--- config.mk ---
export PLATFORM = sky130hd
export DESIGN_NAME = clk_tick_scheduler
export DESIGN_NICKNAME = d
export VERILOG_FILES = /design/src/rtl/clk_tick_scheduler.sv
export SDC_FILE = /design/constraint.sdc
export NUM_CORES = 1
export LEC_CHECK = 0
export BUFFER_PORTS_ARGS = -buffer_cell sky130_fd_sc_hd__buf_4
export CORE_MARGIN = 5
export CORE_UTILIZATION = 50
export CTS_CLUSTER_SIZE = 24
export DETAILED_ROUTE_END_ITERATION = 12
export PLACE_DENSITY = 0.68
export SLEW_MARGIN = 25
export SYNTH_ARGS = -nofsm -noshare
export SYNTH_HDL_FRONTEND = slang
export SYNTH_SLANG_ARGS = --single-unit
export TNS_END_PERCENT = 5
--- constraint.sdc ---
create_clock -name clk_i -period 1.9 [get_ports clk_i]
set_input_delay 0.285 -clock clk_i [delete_from_list [all_inputs] [get_ports clk_i]]
set_output_delay 0.285 -clock clk_i [all_outputs]
set_load 0.05 [all_outputs]
--- src/rtl/clk_tick_scheduler.sv ---
// Clock-tree divider controller: warm-up, run and drain-to-wrap sequencing of
// the divider start input, plus per-channel single-cycle tick strobes.
module clk_tick_scheduler #(
  parameter int NCH    = 4,
  parameter int WARMUP = 16
) (
  input  logic           clk_i,
  input  logic           rst_ni,
  input  logic           run_req_i,
  input  logic [7:0]     div_i,
  output logic           start_o,
  input  logic           cfg_we_i,
  input  logic [2:0]     cfg_ch_i,
  input  logic [2:0]     cfg_sel_i,
  input  logic           cfg_en_i,
  output logic [NCH-1:0] tick_o,
  output logic [1:0]     state_o
);

  localparam int CW = $clog2(WARMUP + 1);
  localparam logic [CW-1:0] WARM_LOAD = CW'(WARMUP);

  typedef enum logic [1:0] {
    IDLE  = 2'b00,
    WARM  = 2'b01,
    RUN   = 2'b10,
    DRAIN = 2'b11
  } state_t;

  state_t          r_state;
  state_t          w_nextState;
  logic [CW-1:0]   r_warmCnt;
  logic            r_start;
  logic            w_startNext;
  logic            w_warmLoad;
  logic            w_running;

  logic [2:0]      r_sel [NCH];
  logic [NCH-1:0]  r_en;
  logic [NCH-1:0]  r_prev;
  logic [NCH-1:0]  r_tick;
  logic [NCH-1:0]  w_bit;
  logic [NCH-1:0]  w_hit;

  // The warm counter runs WARMUP cycles down to zero; the start edge follows
  // on the next edge, giving WARMUP+1 edges from the sampling of the request.
  always_ff @(posedge clk_i or negedge rst_ni) begin
    if (!rst_ni) begin
      r_state   <= IDLE;
      r_start   <= 1'b0;
      r_warmCnt <= '0;
    end else begin
      r_state <= w_nextState;
      r_start <= w_startNext;
      if (w_warmLoad) begin
        r_warmCnt <= WARM_LOAD;
      end else if ((r_state == WARM) && (r_warmCnt != '0)) begin
        r_warmCnt <= r_warmCnt - CW'(1);
      end
    end
  end

  always_comb begin
    w_nextState = r_state;
    case (r_state)
      IDLE: begin
        if (run_req_i) w_nextState = WARM;
      end
      WARM: begin
        if (!run_req_i)             w_nextState = IDLE;
        else if (r_warmCnt == '0)   w_nextState = RUN;
      end
      RUN: begin
        if (!run_req_i) w_nextState = DRAIN;
      end
      DRAIN: begin
        if (run_req_i)               w_nextState = RUN;
        else if (div_i == 8'hFF)     w_nextState = IDLE;
      end
      default: w_nextState = IDLE;
    endcase
  end

  // Stopping on the 8'hFF sample lets the divider land exactly on its wrap to 0.
  always_comb begin
    w_startNext = (w_nextState == RUN) || (w_nextState == DRAIN);
    w_warmLoad  = (r_state == IDLE) && run_req_i;
    w_running   = (r_state == RUN) || (r_state == DRAIN);
  end

  always_comb begin
    w_bit = '0;
    w_hit = '0;
    for (int c = 0; c < NCH; c++) begin
      w_bit[c] = div_i[r_sel[c]];
      w_hit[c] = cfg_we_i && (cfg_ch_i == 3'(c));
    end
  end

  // A write preloads prev from the newly selected bit so a select change never
  // looks like a rising edge.
  always_ff @(posedge clk_i or negedge rst_ni) begin
    if (!rst_ni) begin
      r_en   <= '0;
      r_prev <= '0;
      r_tick <= '0;
      for (int c = 0; c < NCH; c++) begin
        r_sel[c] <= '0;
      end
    end else begin
      for (int c = 0; c < NCH; c++) begin
        if (w_hit[c]) begin
          r_sel[c]  <= cfg_sel_i;
          r_en[c]   <= cfg_en_i;
          r_prev[c] <= div_i[cfg_sel_i];
          r_tick[c] <= 1'b0;
        end else begin
          r_prev[c] <= w_bit[c];
          r_tick[c] <= r_en[c] & w_running & w_bit[c] & ~r_prev[c];
        end
      end
    end
  end

  assign start_o = r_start;
  assign tick_o  = r_tick;
  assign state_o = r_state;

endmodule
==> impl_metrics.csv, run 1 <==
group,metric,value,unit
status,status,"finished clean",
power,clkPwrFrac,19.8,%
global_route,grt_pass1_vias,1353,
power,intPower,0.001353,W
die,die_w,68.53,um
global_route,grt_pass1_wl,6258,um
worst_setup_path,critPathMaxStageDelay,500,ps
power,power_frac_comb,32.1,%
power,power.density,1009,mW/mm2
routing,routed_wl,3673,um
worst_setup_path,worstSetupEndpointType,"register",
synthesis,synth-seq-area-share,46.75,%
layout,nets,198,
routing,route.antenna.remaining_nets,0,
clock_network,cts_tree,"yes",
global_route,grt_util_all_layers,18.46,%
worst_setup_path,crit_slowest_cell,"nor4b_1",
synthesis,synth_top_area_share,46.75,%
routing,avgRoutedWirePerCell,16.40,um
synthesis,mappedNetlistArea,0.001713,mm2
hold_path,hp-class,"in -> reg",
global_route,grt-ovfl-total,0,
clock_network,clock_sinks,32,
routing,vias,1289,
synthesis,yosys-mux-area-fraction,23.52,%
die,num_io_pins,26,
sta,max_freq,0.5991,GHz
sta,setup_viol,0,
worst_setup_path,path_cells,"inv_1 > ha_1 > nor4b_1 > a21o_1 > a21boi_0",
clock_network,clkTransAtPathRegs,90,ps
layout,mostFrequentLayoutCells,"dfrtp_1, buf_4, nand2_1",
synthesis,syn_inst,144,
synthesis,synth.largest_area_cell,"dfrtp_1",
synthesis,yosys.area_share.adder,1.461,%
layout,drive_gt1_share,32.58,%
sta,hold_viol_final,0,
synthesis,synth_async_sr_flop_share,100.0,%
power,p_switching,0.0006977,W
worst_setup_path,start_kind,"register",
clock_network,ctsHtreeMaxLevel,2,
job,drv_cap,0,
sta,skew,15.77,ps
placement,gp_congestion,0.7542,
power,seqPwrFrac,48.2,%
worst_setup_path,rrSetupSlack,230,ps
sta,slew_violations,0,
sta,min_period,1669,ps
die,die-area,0.004696,mm2
synthesis,syn_nets,165,
layout,final_common_cell,"dfrtp_1",
synthesis,synth.avg_cell_area,11.90,um2
synthesis,ys_ff_latch,32,
worst_setup_path,required,2150,ps
clock_network,clock_latency,340,ps
synthesis,yosys.area_share.simple,17.82,%
routing,routed_via_density,5.754,
hold_path,hold_depth,2,
power,p_leak,0.9091,nW
die,die_y,68.53,um
sta,setup_tns,0,ps
hold_path,whs_endpoint,"state_o[0]",
clock_network,cts_max_path_buffers,2,
clock_network,post_cts_buffers,0,
die,start_util,51.33,%
sta,fin_crit_sh,87.85,%
global_route,grt_max_degree,33,
synthesis,yosys_warnings,0,
placement,portBuffers,25,
die,coreArea,0.003337,mm2
routing,drc,0,
power,swShare,34.02,%
worst_setup_path,timing.critical_path.buf_inv,1,
power,peakVddDrop,453.9,uV
layout,regArea,800.8,um2
worst_setup_path,crit_family,"simple AND/OR/NAND/NOR gates",
synthesis,synthFlopType,"dfrtp_1",
worst_setup_path,timing.rr.start,"r_warmCnt[0]",
clock_network,cts_made_buffers,5,
global_route,antenna_found_initial,0,
routing,dr.pass1.iters,4,
placement,hpwl,2865,um
worst_setup_path,timing.rr.end,"state_o[1]",
hold_path,hold_start,"run_req_i",
routing,drt_iter0_drc,50,
placement,placed_cells,215,
layout,fin_cells,224,
die,rows,21,
sta,maxSlewHeadroom,57.85,%
synthesis,synth.distinct_cells,36,
layout,syn_to_final_growth,18.70,%
sta,rsz0062_at_grt,"false",
worst_setup_path,cp.arrival,1920,ps
layout,fillCellCount,291,
synthesis,synthTopCellsByArea,"dfrtp_1, mux2_2, mux4_2, mux2i_1, nand2_1",
synthesis,synth_top_family_by_area,"multiplexers",
clock_network,cts-root-buf,"clkbuf_4",
synthesis,synth_compound_area_share,8.035,%
layout,multi_input_area,870.8,um2
sta,tightestPinTransition,630.9,ps
synthesis,synth_xor_area_share,0,%
worst_setup_path,path_max_fanout,4,
synthesis,synth_edf_count,0,
worst_setup_path,worstSetupPathType,"reg -> reg",
layout,diodes,0,
worst_setup_path,worstRegToRegCells,5,
==> worst reg2reg max path: cells and delay by family, from the launching register on <==
kind            cells  cell delay (ps)
compound gates      2              430
fa+ha+maj           1              160
buf+inv             1              110
flops               1              390
simple gates        1              500
==> kinds of logic after synthesis <==
family                   after synthesis
AO/OA/AOI/OAI                         20
flip-flops                            32
buffers and inverters                  9
AND/OR/NAND/NOR                       52
adder cells (fa/ha/maj)                2
multiplexers                          29
==> cell type report <==
type,count,area share (%)
inverters,6,1.108
clock buffers,6,2.523
well taps,46,2.831
clock inverters,2,0.4923
repair buffers,29,10.83
multi-input cells,103,42.83
flip-flops and latches,32,39.38
==> synth_stat cells (3+ instances only) <==
cell type,count
nor2b_1,8
a21oi_1,4
inv_1,6
o21ai_0,3
dfrtp_1,32
a221o_1,3
nand2_1,17
mux2i_1,8
nor2_1,5
mux4_2,4
nor4_1,4
mux2_2,14
o22ai_1,4
==> metrics by stage <==
step	power (W)	cell area, um2	util [%]	hold slack (ps)	setup slack, ps
2_1_floorplan	0.001453	1713	-	-10.59	282.4
3_3_place_gp	0.001615	1962	58.79	241.8	419.0
3_5_place_dp	0.001658	1962	58.79	244.3	288.3
4_1_cts	0.002066	2033	60.93	148.6	269.4
5_1_grt	0.002197	2033	60.93	137.6	85.38
6_report	0.002051	2033	60.93	158.1	230.8
==> layer usage <==
metal | global-route usage [%] | wire [um] | vias up | share of wire, %
li1 | - | - | 607 | -
met2 | 32.30 | 1937 | 35 | 53
met4 | 7.444 | 59 | 0 | 1.6
met5 | 0 | 0 | - | 0
met3 | 5.024 | 179 | 6 | 4.9
met1 | 21.20 | 1497 | 641 | 41
==> worst max-delay path by stage <==
stage | startpoint | endpoint | slack [ps] | depth (start not counted)
floorplan | state_o[1] | r_warmCnt[3] | 280 | 4
global placement | r_warmCnt[0] | start_o | 420 | 5
detailed placement | r_warmCnt[0] | state_o[1] | 290 | 5
CTS | r_warmCnt[0] | state_o[1] | 270 | 5
global route | r_warmCnt[0] | state_o[1] | 90 | 5
finish | r_warmCnt[0] | state_o[1] | 230 | 5
==> power groups by stage <==
stage          Clock [W]  Sequential, W  Combinational [W]
6_report        0.000405       0.000988           0.000657
5_1_grt         0.000455        0.00101           0.000729
4_1_cts         0.000419       0.000988           0.000658
3_5_place_dp           0        0.00100           0.000654
3_3_place_gp           0       0.000993           0.000621
2_1_floorplan          0        0.00100           0.000450
==> timing repair <==
action                    in CTS  in global routing
resized for setup              0                  0
hold endpoints to repair      32                  0
hold buffers                   1                  0
==> state kept, by name, summed over array words and instances (netlist names) <==
| register | flops |
|---|---|
| r_en | 4 |
| state_o | 2 |
| r_prev | 4 |
| tick_o | 4 |
| r_warmCnt | 5 |
| start_o | 1 |
| r_sel | 12 |
Note: power is estimated with default switching activity, not from simulation.
==> run 2: changes to the inputs <==
CORE_MARGIN = 2   (was 5)
==> run 2 against run 1 <==
Worst hold slack got worse by 5.2 ps. Register-to-register slack barely moved. Sequential cell count unchanged. First-iteration DRC count is 20% higher. Critical path depth stayed put. Setup slack worse by 6.1 ps. Maximum frequency shrank 0.36%. Die area down 17%. Combinational power grew 2%.
==> impl_metrics.csv, run 2 (same netlist as run 1, synthesis figures left out) <==
group,metric,value,unit
status,status,"finished clean",
routing,drt_iter0_drc,60,
layout,mostFrequentLayoutCells,"dfrtp_1, buf_4, nand2_1",
clock_network,post_cts_buffers,0,
sta,setup_tns,0,ps
sta,hold_viol_final,0,
layout,syn_to_final_growth,18.55,%
routing,routed_via_density,5.964,
worst_setup_path,path_cells,"inv_1 > ha_1 > nor4b_1 > a21o_1 > a21boi_0",
layout,final_common_cell,"dfrtp_1",
die,num_io_pins,26,
layout,largest_reg_flops,12,
layout,regMostFlops,"r_sel",
worst_setup_path,critPathMaxStageDelay,490,ps
die,die_w,62.53,um
clock_network,ctsHtreeMaxLevel,2,
layout,top_regs,"r_sel x12, r_warmCnt x5",
worst_setup_path,start_kind,"register",
global_route,grt_pass1_wl,6610,um
clock_network,clock_sinks,32,
worst_setup_path,required,2150,ps
die,start_util,51.74,%
sta,skew,7.174,ps
worst_setup_path,worstSetupPathType,"reg -> reg",
placement,gp_congestion,0.7824,
clock_network,cts_max_path_buffers,2,
sta,min_period,1675,ps
global_route,grt_pass1_vias,1400,
hold_path,hp-class,"in -> reg",
routing,vias,1336,
die,die_y,62.53,um
die,coreArea,0.003311,mm2
sta,fin_crit_sh,88.17,%
sta,setup_viol,0,
power,peakVddDrop,421.4,uV
power,power.density,1018,mW/mm2
clock_network,clkTransAtPathRegs,90,ps
power,fin_total_pwr,0.002067,W
placement,portBuffers,25,
die,die-area,0.003910,mm2
placement,hpwl,2936,um
layout,final_util,61.34,%
layout,drive_gt1_share,31.46,%
layout,diodes,0,
clock_network,cts_tree,"yes",
clock_network,clock_latency,330,ps
sta,rsz0062_at_grt,"false",
job,drv_cap,0,
clock_network,cts_made_buffers,5,
sta,max_freq,0.5969,GHz
clock_network,cts-root-buf,"clkbuf_4",
global_route,grt_util_all_layers,21.73,%
routing,dr.pass1.iters,4,
worst_setup_path,crit_slowest_cell,"nor4b_1",
global_route,antenna_found_initial,0,
routing,route.antenna.remaining_nets,0,
routing,routed_wl,3805,um
layout,nets,198,
power,p_leak,0.9036,nW
global_route,grt-ovfl-total,0,
worst_setup_path,path_max_fanout,4,
sta,slew_violations,0,
worst_setup_path,worstSetupEndpointType,"register",
sta,maxSlewHeadroom,61.02,%
placement,post-place-ws,254.2,ps
sta,tightestPinTransition,576.6,ps
die,rows,21,
global_route,grt_max_degree,33,
sta,setup_ws,224.7,ps
worst_setup_path,cp.arrival,1920,ps
routing,avgRoutedWirePerCell,16.99,um
routing,drc,0,
[run 2: changes by cell type in the layout (fill, tap and decap cells not counted), sizes merged]
cell | previous run | this run
clkinv | 2 | 0
clkbuf | 6 | 8
[run 2: repair_timing]
action	CTS	global route
hold buffers	1	0
resized for setup	0	0
hold endpoints to repair	32	0
[run 2: critical path: cells and delay by family (launching register included)]
kind | cells | cell delay [ps]
and+or+nand+nor | 1 | 490
DFF | 1 | 400
AOI/OAI and AO/OA | 2 | 400
adders and majority gates | 1 | 180
buffers and inverters | 1 | 120
[run 2: cell type report]
type,instances,area (um2)
timing repair buffer,29,220.2
fill,296,1280
clock buffer,8,58.81
multi-input combinational,103,870.8
sequential,32,800.8
inverter,6,22.52
tap,46,57.56
[run 2: through the flow]
stage / cell area [um2] / hold WS (ps) / std cells
after global routing: 2031 / 134.7 / 224
after CTS: 2031 / 143.0 / 224
after global placement: 1962 / 241.0 / 215
after detailed placement: 1962 / 246.6 / 215
final: 2031 / 153.0 / 224
after floorplan: 1713 / -10.59 / 144
[run 2: report_power, final]
part,switching [W],internal (W)
clock network,0.000220,0.000182
registers,0.000156,0.000839
logic,0.000328,0.000341
[run 2: final timing paths]
path | endpoint | startpoint | cells past startpoint | slack, ps
min in group asynchronous | r_warmCnt[2] | rst_ni | 2 | 420
worst max register to register | start_o | r_warmCnt[0] | 5 | 220
max in group asynchronous | state_o[0] | rst_ni | 2 | 1200
worst min register to register | tick_o[3] | r_prev[3] | 1 | 410
worst max-delay path | start_o | r_warmCnt[0] | 5 | 220
worst min-delay path | state_o[0] | run_req_i | 2 | 150
[run 2: per-layer routing]
layer	track usage, %	part of all wire [%]
met1	26.04	39
met2	38.04	53
met3	5.405	6.0
met4	7.500	1.4
met5	0	0
